**config.mk**
```make
export PLATFORM = sky130hd
export DESIGN_NAME = carry_look_ahead
export DESIGN_NICKNAME = d
export VERILOG_FILES = /design/src/rtl/carry_look_ahead.sv
export SDC_FILE = /design/constraint.sdc
export NUM_CORES = 1
export LEC_CHECK = 0
export CORE_MARGIN = 2
export CORE_UTILIZATION = 60
export DETAILED_ROUTE_END_ITERATION = 6
export DONT_BUFFER_PORTS = 1
export PLACE_DENSITY = 0.76
export RECOVER_POWER = 100
export SLEW_MARGIN = 20
export SYNTH_ARGS = -nofsm -noshare
export SYNTH_HDL_FRONTEND = slang
export SYNTH_SLANG_ARGS = --single-unit
```
**constraint.sdc**
```tcl
create_clock -name clk -period 1.1 [get_ports clk]
set_input_delay 0.22 -clock clk [delete_from_list [all_inputs] [get_ports clk]]
set_output_delay 0.22 -clock clk [all_outputs]
set_load 0.005 [all_outputs]
```
**src/rtl/carry_look_ahead.sv**
```systemverilog
// Three-level carry-lookahead adder (bit / 4-bit group / 16-bit super-block)
// with a registered Sum/Cout/out_valid stage and asynchronous active-low reset.
module carry_look_ahead #(
    parameter int OPERAND_SIZE = 16
) (
    input  logic                    clk,
    input  logic                    rst_n,
    input  logic [OPERAND_SIZE-1:0] A,
    input  logic [OPERAND_SIZE-1:0] B,
    input  logic                    Cin,
    input  logic                    in_valid,
    output logic [OPERAND_SIZE-1:0] Sum,
    output logic                    Cout,
    output logic                    out_valid
);

    localparam int NUM_GROUPS = (OPERAND_SIZE + 3) / 4;
    localparam int NUM_SUPERS = (NUM_GROUPS + 3) / 4;
    localparam int PAD_GROUPS = NUM_SUPERS * 4;
    localparam int PAD_WIDTH  = PAD_GROUPS * 4;

    // Carries into positions 0..3 of a 4-wide block, each fully expanded
    // from the block carry-in so no term waits on a neighbouring carry.
    function automatic logic [3:0] carries4(
        input logic [3:0] g,
        input logic [3:0] p,
        input logic       cin
    );
        logic [3:0] c;
        c[0] = cin;
        c[1] = g[0] | (p[0] & cin);
        c[2] = g[1] | (p[1] & g[0]) | (p[1] & p[0] & cin);
        c[3] = g[2] | (p[2] & g[1]) | (p[2] & p[1] & g[0])
             | (p[2] & p[1] & p[0] & cin);
        return c;
    endfunction

    function automatic logic block_gen(
        input logic [3:0] g,
        input logic [3:0] p
    );
        return g[3] | (p[3] & g[2]) | (p[3] & p[2] & g[1])
             | (p[3] & p[2] & p[1] & g[0]);
    endfunction

    logic [PAD_WIDTH-1:0]  a_pad;
    logic [PAD_WIDTH-1:0]  b_pad;
    logic [PAD_WIDTH-1:0]  bit_g;
    logic [PAD_WIDTH-1:0]  bit_p;
    logic [PAD_WIDTH:0]    bit_c;
    logic [PAD_WIDTH-1:0]  sum_full;
    logic [PAD_GROUPS-1:0] grp_g;
    logic [PAD_GROUPS-1:0] grp_p;
    logic [PAD_GROUPS-1:0] grp_c;
    logic [3:0]            sup_g;
    logic [3:0]            sup_p;
    logic [4:0]            sup_c;

    logic [OPERAND_SIZE-1:0] sum_reg;
    logic                    cout_reg;
    logic                    out_valid_reg;
    logic                    unused_bits;

    assign a_pad = PAD_WIDTH'(A);
    assign b_pad = PAD_WIDTH'(B);
    assign bit_g = a_pad & b_pad;
    assign bit_p = a_pad ^ b_pad;

    genvar gi;
    generate
        for (gi = 0; gi < PAD_GROUPS; gi++) begin : g_group
            assign grp_g[gi]         = block_gen(bit_g[4*gi +: 4], bit_p[4*gi +: 4]);
            assign grp_p[gi]         = &bit_p[4*gi +: 4];
            assign bit_c[4*gi +: 4]  = carries4(bit_g[4*gi +: 4], bit_p[4*gi +: 4], grp_c[gi]);
        end

        // Unused super-block slots generate and propagate nothing.
        for (gi = 0; gi < 4; gi++) begin : g_super
            if (gi < NUM_SUPERS) begin : g_used
                assign sup_g[gi]        = block_gen(grp_g[4*gi +: 4], grp_p[4*gi +: 4]);
                assign sup_p[gi]        = &grp_p[4*gi +: 4];
                assign grp_c[4*gi +: 4] = carries4(grp_g[4*gi +: 4], grp_p[4*gi +: 4], sup_c[gi]);
            end else begin : g_pad
                assign sup_g[gi] = 1'b0;
                assign sup_p[gi] = 1'b0;
            end
        end
    endgenerate

    assign sup_c[3:0]       = carries4(sup_g, sup_p, Cin);
    assign sup_c[4]         = block_gen(sup_g, sup_p) | (&sup_p & Cin);
    assign bit_c[PAD_WIDTH] = sup_c[NUM_SUPERS];
    assign sum_full         = bit_p ^ bit_c[PAD_WIDTH-1:0];

    // Padding bits and spare top-level carries are intentionally left unread.
    assign unused_bits = ^{sum_full, bit_c, sup_c};

    always_ff @(posedge clk or negedge rst_n) begin
        if (!rst_n) begin
            sum_reg       <= '0;
            cout_reg      <= 1'b0;
            out_valid_reg <= 1'b0;
        end else begin
            out_valid_reg <= in_valid;
            if (in_valid) begin
                sum_reg  <= sum_full[OPERAND_SIZE-1:0];
                cout_reg <= bit_c[OPERAND_SIZE];
            end
        end
    end

    assign Sum       = sum_reg;
    assign Cout      = cout_reg;
    assign out_valid = out_valid_reg;

endmodule

```
==> metrics.txt, run 1 <==
DIE AREA=2720 um^2; FP Rows=17; Slew @ Worst Pin=about 1.0 ns; Die Y=52.1 um; Final Skew=0 ns; Final nets=~230; EDFF count, synth=0; layout cells sized above 1=47.7%; vias in the first global route=around 1,400; Top delay family on crit path=adder cells; final setup fails=14; #FFs+latches synth=18; Port Buffers=0; Clock transition at path regs=0.11 ns; Worst-Skew Late Latency=0.30 ns; DP Worst Slack=-1.03 ns; TritonCTS Buffers=3; initial antenna violation count=0; CTS Sinks=18; post-synthesis adder-cell area fraction=approximately a fifth; drt first pass iters=4; worst rel slew slack=a little under a third; FMAX=about 580 MHz; Final Hold Fails=0; internal cell power=about 1.5 mW; largest net degree at the start of global routing=22; post-layout min period=1.72 ns; Post-Syn Nets=193; Initial Utilization=63.4%; xor/xnor share of the synthesized area=around 4.4%; Final HPWL DP=2840 um; HP Class=primary input to register; Syn Area/Cell=10.1 um^2; crit end category=register; register area share after synthesis=between 30% and 40%; first-pass GRT wire length=6440 um; Antenna diodes=0; unrepaired setup endpoints after global routing=true; YS warnings=0; CP startpoint kind=primary input; CP cell instances=ha_4 -> nand4_1 -> nor2_2 -> nand3_1 -> nand2_1 -> a21o_1 -> fa_2 -> mux2_4; non-filler cells, final=slightly above 200; Simple-Gate Fraction of Synth Area=11.6%; maximum vdd drop=roughly 960 uV; mux cell area share after synthesis=5.94%; number of DRC markers in iteration 0=23; Overflow after GRT=0; IO Pins=between 50 and 60; sw power=between 0.7 and 0.8 mW; Root Buffer=clkbuf_4; Pwr per Cell Area=around 1200 nW/um^2; Max-Cap Viols=0; post-route ant nets=0; P_leak=0.872 nW; Slew Limit Fails=0; P&R area growth vs syn=44.2%; Post-synth top flop=dfrtp_1; drt via density=~6.5; CP max stage delay=0.43 ns; setup TNS=-5.50 ns; post-DR wirelength/cell=about 21 um; CP max FO=4; Worst EP arrival=1.92 ns; post-synth cell types=between 40 and 50; GP Congestion=0.792; max reg flops=16; post-synthesis cell count=~140; CTS max path bufs=2; status=finished with violations; failing checks=setup timing; Seq pwr share=roughly 40%; combinational power share=41.8%; Setup WS post-layout=-0.620 ns; Clock power frac=between 10% and 20%; Net Sw Frac=33.2%; CTS H-Tree Depth=1; post-synthesis compound-gate area fraction=22.8%; Tot GR Track Use=between 30% and 40%; worst setup path category=primary input to register; vias=roughly 1,300; WL final=around 4100 um; Synth Cell Area=~1400 um^2; core area=~2200 um^2; crit share post-route=156%; critical path's slowest cell=fa_2; Async SR Flop Fraction=between 90% and 100%; main combinational cell family by area after synthesis=compound AO/OA/AOI/OAI gates; CP Buf/Inv Count=0; Horiz. Die Dim=around 52 um; DRC violation count after routing=0; Crit path required time=roughly 1.3 ns; placed cell count=between 150 and 200; CTS tree=done
-- worst paths after layout --
path                           from      end  slack, ns  depth (start not counted)
max in group asynchronous     rst_n   Sum[6]       0.43                          1
hold reg to reg                Cout     Cout       0.54                          1
setup reg to reg            Sum[14]  Sum[14]       0.13                          2
hold / removal             in_valid  Sum[10]       0.02                          1
setup / recovery               B[9]  Sum[12]      -0.62                          8
min in group asynchronous     rst_n  Sum[10]       0.06                          1
-- stage by stage --
stage	hold WS (ns)	util (%)	instance area, um^2	power (mW)
after floorplan	-0.0756	-	1570	1.45
after global routing	0.0178	91.5	2000	2.43
after detailed placement	-0.0751	81.6	1790	1.69
after global placement	-0.0752	81.6	1790	1.63
final	0.0160	91.5	2000	2.31
after CTS	0.00811	89.5	1960	2.24
-- cells in the final DEF (no fill, tap or decap), types with 3 or more instances in the layout --
master / instances
nor2_1: 9
o21ai_2: 4
o21ai_1: 3
buf_4: 30
clkbuf_4: 3
buf_6: 3
a21oi_1: 4
xnor2_1: 5
ha_1: 7
dfrtp_1: 18
fa_2: 3
nand3_1: 4
ha_4: 9
inv_1: 6
nand2_1: 6
mux2_4: 7
-- cells by family (layout without fill, tap and decap cells) --
| kind of cell | Yosys count | after routing |
|---|---|---|
| compound gates | 42 | 42 |
| fa+ha+maj | 20 | 20 |
| mux | 7 | 7 |
| simple gates | 33 | 33 |
| buf+inv | 10 | 47 |
| flops | 18 | 18 |
| xor+xnor | 7 | 7 |
-- cells in the mapped netlist (3+ instances only) --
cell type / number / area, um^2
a21oi_1: 8 / 40.0
a31oi_1: 3 / 18.8
dfrtp_1: 18 / 450
fa_1: 4 / 80.1
ha_1: 16 / 200
inv_1: 7 / 26.3
mux2_2: 6 / 67.6
nand2_1: 6 / 22.5
nand3_1: 4 / 20.0
nor2_1: 12 / 45.0
o21ai_0: 4 / 20.0
o21ai_1: 4 / 20.0
xnor2_1: 7 / 61.3
-- layer usage --
layer  global-route usage (%)  wire length [um]  part of all wire, %  vias up
met5                        0                 0                    0        -
met4                     16.2               148                  3.6        0
met3                     6.61               316                  7.6       20
met2                     58.9              2140                   52       84
met1                     35.5              1540                   37      621
li1                         -                 -                    -      578
-- power groups by stage --
stage | logic (mW) | clock network, mW | registers, mW
global placement | 0.716 | 0 | 0.914
global route | 1.04 | 0.460 | 0.930
CTS | 0.892 | 0.433 | 0.913
detailed placement | 0.766 | 0 | 0.925
finish | 0.966 | 0.430 | 0.916
floorplan | 0.559 | 0 | 0.889
-- area by class of cell --
type	instances	area [um^2]
Timing Repair Buffer	35	273
Clock buffer	4	36.3
Multi-Input combinational cell	109	1180
Tap cell	28	35.0
Inverter	8	32.5
Sequential cell	18	450
Fill cell	79	186
-- what timing repair did --
item	4_1_cts	5_1_grt
setup endpoints to repair	14	33
hold endpoints to repair	22	0
pin swaps	16	6
hold buffers	2	0
setup buffers	7	3
resized for setup	16	10
No activity file was read; power rests on OpenSTA's default activity.
==> inputs of run 2 (changes only) <==
Settings changed: ABC_AREA set to 1.
==> run 2 against run 1 <==
Net effect: the run still ends with setup timing left; synthesized cell count is 32% higher; die area increased by 2.3%; clock skew did not move; global-route usage decreased by 0.67 points; clock power shrank 22%; cell count rose by 21%; largest cell class unchanged.
==> metrics.txt, run 2 <==
status=finished with violations; failing checks=setup timing; worst setup path category=primary input to register; initial antenna violation count=0 (unchanged); number of DRC markers in iteration 0=64 (+180%); internal cell power=1.40 mW (-9.6%); Clock power frac=15.1% (-3.5 points); maximum vdd drop=1030 uV (+7.4%); core area=2230 um^2 (+1.9%); unrepaired setup endpoints after global routing=true; crit end category=register; Root Buffer=clkbuf_4; combinational power share=46.0% (+4.2 points); top post-synthesis cells by area=dfrtp_1 (32%), nand2_1 (16%), ha_1 (14%); post-route ant nets=0 (unchanged); Overflow after GRT=0 (unchanged); Post-synth top flop=dfrtp_1; hold endpoint=Sum[7]; Final Power=2.23 mW (-3.5%); main combinational cell family by area after synthesis=simple AND/OR/NAND/NOR gates; non-filler cells, final=245 (+21%); sw power=0.836 mW (+8.8%); setup TNS=-2.20 ns (+3.30 ns); drt via density=6.12 (-5.1%); top-count cell post-synth=nand2_1; CTS H-Tree Depth=1 (unchanged); CTS Sinks=18 (unchanged); post-synthesis cell count=181 (+32%); most common library cell in the layout ignoring fill and taps=nand2_1; Tot GR Track Use=31.8% (-0.67 points); P&R area growth vs syn=46.6%; Worst EP arrival=1.58 ns (-0.34 ns); placed cell count=233 (+23%); TritonCTS Buffers=3 (unchanged); hold_sp=in_valid; FF-to-FF Start=Sum[1]; dominant cell type by area after synthesis=dfrtp_1; max reg flops=16 (unchanged); Clock transition at path regs=0.10 ns (about the same); CP startpoint kind=primary input; post-synthesis adder-cell area fraction=19.7% (-0.50 points); Setup WS post-layout=-0.292 ns (+0.328 ns); vias=1,500 (+15%); most frequent cells in the layout=nand2_1 (42), buf_4 (30), nand2_2 (22); DRC violation count after routing=0 (unchanged); xor/xnor share of the synthesized area=3.07% (-1.3 points); IO Pins=54 (unchanged); Final Hold Fails=0 (unchanged); Seq pwr share=39.0% (-0.6 points); YS warnings=0 (unchanged); GP Congestion=0.757 (-4.5%); CP cell instances=ha_4 -> nand2_1 -> inv_2 -> nand2_2 -> nor3_2 -> nand2_1 -> nand2_2 -> buf_4 -> buf_6 -> nand2_2 -> nand2_1 -> nand2_1 -> nand3_1 -> nand2_1; Max-Cap Viols=0 (unchanged); Final nets=275 (+19%); Slew Limit Fails=0 (unchanged); Slew @ Worst Pin=0.870 ns (-0.157 ns); share of the synthesized area in the top cell type=31.6% (-0.80 points); register area share after synthesis=31.6% (-0.80 points); CP dominant cell by count=nand2_1; critical path's slowest cell=ha_4; Final Skew=0 ns (unchanged); mux cell area share after synthesis=0% (-5.9 points); Pwr per Cell Area=1070 nW/um^2 (-7.4%); worst rel slew slack=41.8% (+10 points); EDFF count, synth=0 (unchanged); Antenna diodes=0 (unchanged); terminus of the critical flop-to-flop path=Sum[1]; final setup fails=14 (unchanged); CTS tree=done; Crit path required time=1.29 ns (about the same); CTS max path bufs=2 (unchanged); CP Buf/Inv Count=3 (+3); Post-Syn Nets=237 (+23%); Synth Cell Area=1430 um^2 (+2.5%); FMAX=718 MHz (+24%); final core utilization=93.6% (+2.1 points); #FFs+latches synth=18 (unchanged); Net Sw Frac=37.4% (+4.2 points); post-layout min period=1.39 ns (-0.328 ns); vias in the first global route=1,507 (+6.6%); HP Class=primary input to register; DIE AREA=2780 um^2 (+2.3%); Final Hold Slack=0.0290 ns (+0.0129 ns); Commonest cells post-synth=nand2_1 (62), inv_1 (19), dfrtp_1 (18); drt first pass iters=4 (unchanged); post-synthesis compound-gate area fraction=9.13% (-14 points); Die Y=52.7 um (+1.2%); WL final=5160 um (+25%); crit share post-route=127% (-30 points); Initial Utilization=63.8% (+0.36 points); Final HPWL DP=2850 um (+0.37%); Syn Area/Cell=7.87 um^2 (-22%); P_leak=1.01 nW (+16%); post-DR wirelength/cell=21.1 um (+2.7%); hold depth=2 (+1); r2r setup slk=0.39 ns (+0.26 ns); R2R cell count=2 (unchanged); CP max FO=3 (-1); Top delay family on crit path=simple AND/OR/NAND/NOR gates; Async SR Flop Fraction=100% (unchanged); Worst-Skew Late Latency=0.31 ns (about the same); Port Buffers=0 (unchanged); CP max stage delay=0.26 ns (-0.17 ns); FP Rows=17 (unchanged); first-pass GRT wire length=6380 um (-1.1%); Simple-Gate Fraction of Synth Area=28.4% (+17 points); post-synth cell types=30 (-33%); layout cells sized above 1=47.9% (+0.23 points); Horiz. Die Dim=52.7 um (+1.2%); largest net degree at the start of global routing=19 (-14%)
==> run 2: cell count changes in the layout (fill, tap and decap cells not counted), sizes merged, moves of 3 or more <==
cell    delta
nor2       -8
mux2       -7
a21o       -4
xnor2      -4
nand3      +5
a31oi      -3
inv       +17
o21ai      -4
nand2     +64
a211oi     -3
==> run 2: power groups by stage <==
stage	Clock [mW]	Combinational, mW	Sequential, mW
after floorplan	0	0.501	0.853
after global placement	0	0.678	0.874
after detailed placement	0	0.727	0.877
after CTS	0.322	0.834	0.868
after global routing	0.367	1.08	0.884
final	0.336	1.03	0.870
==> run 2: worst max-delay path by stage <==
stage,slack (ns),start,endpoint,cells past startpoint
final,-0.29,B[11],Sum[15],14
after global routing,-0.37,B[9],Sum[12],10
after CTS,-0.20,A[5],Sum[12],10
after detailed placement,-0.56,A[9],Sum[13],10
after global placement,-0.50,A[6],Sum[13],10
after floorplan,-0.47,A[6],Sum[12],10
==> run 2: kinds of logic (layout without fill, tap and decap cells) <==
| kind of cell | count (synthesis) | count (layout) |
|---|---|---|
| buf+inv | 27 | 63 |
| flops | 18 | 18 |
| simple gates | 91 | 91 |
| xor+xnor | 5 | 5 |
| fa+ha+maj | 20 | 20 |
| compound gates | 20 | 20 |
==> run 2: layout make-up <==
cell class / count / area, um^2
Clock buffer: 3 / 22.5
Fill cell: 64 / 144
Inverter: 24 / 95.1
Multi-Input combinational cell: 136 / 1200
Sequential cell: 18 / 450
Tap cell: 28 / 35.0
Timing Repair Buffer: 36 / 290
==> run 2: per-stage QoR <==
| step | area [um^2] | worst slack [ns] |
|---|---|---|
| final | 2090 | -0.292 |
| after global routing | 2090 | -0.375 |
| after CTS | 1960 | -0.197 |
| after detailed placement | 1820 | -0.558 |
| after global placement | 1820 | -0.500 |
| after floorplan | 1600 | -0.465 |
==> run 2: routing by layer <==
layer	wire length (um)	share of wire [%]	global-route usage [%]
met1	1730	34	32.3
met2	2680	52	61.7
met3	458	8.9	8.57
met4	288	5.6	9.83
met5	0	0	0
==> run 2: repair_timing <==
item | 4_1_cts | 5_1_grt
hold buffers | 2 | 0
buffers inserted | 5 | 2
endpoints found under the setup margin | 8 | 13
resized for setup | 18 | 27
pin swaps | 13 | 19
cloned | 0 | 0
hold endpoints to repair | 19 | 0
==> inputs of run 3 (changes only) <==
Settings changed: CORE_MARGIN 2 to 4.
==> run 3 against run 2 <==
Net effect: the run still ends with setup timing left; total power grew 7.2%; combinational power about the same; hold slack worse by 0.011 ns; cell count up 0.41%; via count grew 7.7%; clock skew did not move; sequential share of layout area down 0.28 points; clock power rose by 36%; critical path type unchanged; critical endpoint is now Sum[13]; largest power group unchanged.
==> metrics.txt, run 3 (synthesis results as in run 2) <==
Final Skew=0 ns (unchanged); Crit path required time=1.35 ns (+0.06 ns); Max-Cap Viols=0 (unchanged); Setup WS post-layout=-0.310 ns (-0.0174 ns); drt via density=6.57 (+7.3%); crit share post-route=128% (+1.6 points); most frequent cells in the layout=nand2_1 (49), buf_4 (28), dfrtp_1 (18); number of DRC markers in iteration 0=151 (+140%); critical path's slowest cell=fa_2; worst setup path category=primary input to register; CP max stage delay=0.36 ns (+0.10 ns); FF-to-FF Start=Cout; IO Pins=54 (unchanged); max reg flops=16 (unchanged); TritonCTS Buffers=3 (unchanged); CTS H-Tree Depth=1 (unchanged); non-filler cells, final=246 (+0.41%); R2R cell count=2 (unchanged); Antenna diodes=0 (unchanged); placed inst area=1820 um^2 (+0.41%); post-DR wirelength/cell=23.0 um (+9.3%); Final HPWL DP=3020 um (+5.9%); failing checks=setup timing; Initial Utilization=63.8% (unchanged); GP Congestion=0.853 (+13%); FP Rows=17 (unchanged); Tot GR Track Use=27.2% (-4.6 points); maximum vdd drop=1460 uV (+42%); r2r setup slk=0.34 ns (-0.05 ns); crit end category=register; P_leak=1.06 nW (+4.2%); Slew @ Worst Pin=0.904 ns (+0.0343 ns); fillcell total=54 (-16%); Die Y=56.7 um (+7.6%); Overflow after GRT=0 (unchanged); Root Buffer=clkbuf_4; post-route ant nets=0 (unchanged); CP Buf/Inv Count=1 (-2); CTS Sinks=18 (unchanged); HP Class=primary input to register; setup TNS=-2.31 ns (-0.117 ns); Top delay family on crit path=adder cells; Clock transition at path regs=0.12 ns (+0.02 ns); DIE AREA=3220 um^2 (+16%); FMAX=709 MHz (-1.2%); initial antenna violation count=0 (unchanged); terminus of the critical flop-to-flop path=Cout; CP max FO=3 (unchanged); CTS tree=done; placed cell count=234 (+0.43%); Port Buffers=0 (unchanged); CP cell instances=ha_4 -> nand2_4 -> inv_2 -> nand2_2 -> nand2_2 -> a21oi_2 -> nand2_2 -> fa_2 -> xnor2_2 -> o21ai_1; worst rel slew slack=39.5% (-2.3 points); DP Worst Slack=-0.597 ns (-0.0394 ns); Finished Cell Area=2120 um^2 (+1.3%); hold depth=2 (unchanged); Final Hold Fails=0 (unchanged); vias=1,616 (+7.7%); vias in the first global route=1,533 (+1.7%); Pwr per Cell Area=1130 nW/um^2 (+5.8%); final setup fails=13 (-1); Final Hold Slack=0.0179 ns (-0.0110 ns); Worst EP arrival=1.66 ns (+0.08 ns); drt first pass iters=5 (+1); most common library cell in the layout ignoring fill and taps=nand2_1; P&R area growth vs syn=48.6%; status=finished with violations; Slew Limit Fails=0 (unchanged); first-pass GRT wire length=6760 um (+6.0%); CP dominant cell by count=nand2_2; Horiz. Die Dim=56.7 um (+7.6%); post-layout min period=1.41 ns (+0.0174 ns); CP startpoint kind=primary input; hold endpoint=Sum[11]; Worst-Skew Late Latency=0.33 ns (+0.02 ns); layout cells sized above 1=45.4% (-2.5 points); Final nets=275 (unchanged); unrepaired setup endpoints after global routing=true; WL final=5660 um (+9.8%); hold_sp=in_valid; largest net degree at the start of global routing=19 (unchanged); core area=2230 um^2 (unchanged); CTS max path bufs=2 (unchanged); DRC violation count after routing=0 (unchanged)
[run 3: area by class of cell]
| cell class | count | area, um^2 | area share (%) |
|---|---|---|---|
| clock buffers | 4 | 36.3 | 1.71 |
| inverters | 24 | 95.1 | 4.49 |
| multi-input cells | 136 | 1200 | 56.9 |
| flip-flops and latches | 18 | 450 | 21.3 |
| well taps | 28 | 35.0 | 1.65 |
| repair buffers | 36 | 297 | 14.0 |
[run 3: repair_timing]
item                       in CTS  in global routing
buffers inserted                4                  2
setup endpoints to repair      11                 13
pin swaps                      18                 24
hold buffers                    2                  1
resized for setup              17                 29
hold endpoints to repair       19                  2
[run 3: worst max-delay path by stage]
stage / from / to / slack, ns / cells after the start
6_report: A[6] / Sum[13] / -0.31 / 10
5_1_grt: A[9] / Sum[13] / -0.37 / 10
4_1_cts: B[5] / Sum[12] / -0.23 / 10
3_5_place_dp: A[6] / Sum[13] / -0.60 / 10
3_3_place_gp: A[6] / Sum[13] / -0.50 / 10
2_1_floorplan: A[6] / Sum[12] / -0.47 / 10
[run 3: per-layer routing]
metal / vias up / wire (um) / track usage, %
met3: 46 / 600 / 10.1
met4: 0 / 346 / 10.9
met2: 173 / 2810 / 50.8
met5: - / 0 / 0
li1: 658 / - / -
met1: 739 / 1900 / 26.5
[run 3: report_power, final]
group	internal (mW)	total [mW]	switching, mW	leakage [nW]
sequential	0.773	0.878	0.104	0.217
clock	0.203	0.456	0.253	0.0210
combinational	0.495	1.06	0.565	0.820
total	1.47	2.39	0.922	1.06
[run 3: worst register-to-register path: stages (launching register included)]
cell and delay [ns]:
dfrtp_1 0.44, nor2_1 0.13, a41oi_1 0.06
[run 3: through the flow]
stage / utilization [%] / total power [mW]
detailed placement: 81.7 / 1.61
global route: 94.8 / 2.48
CTS: 88.5 / 2.14
finish: 94.8 / 2.39
floorplan: - / 1.35
global placement: 81.7 / 1.56
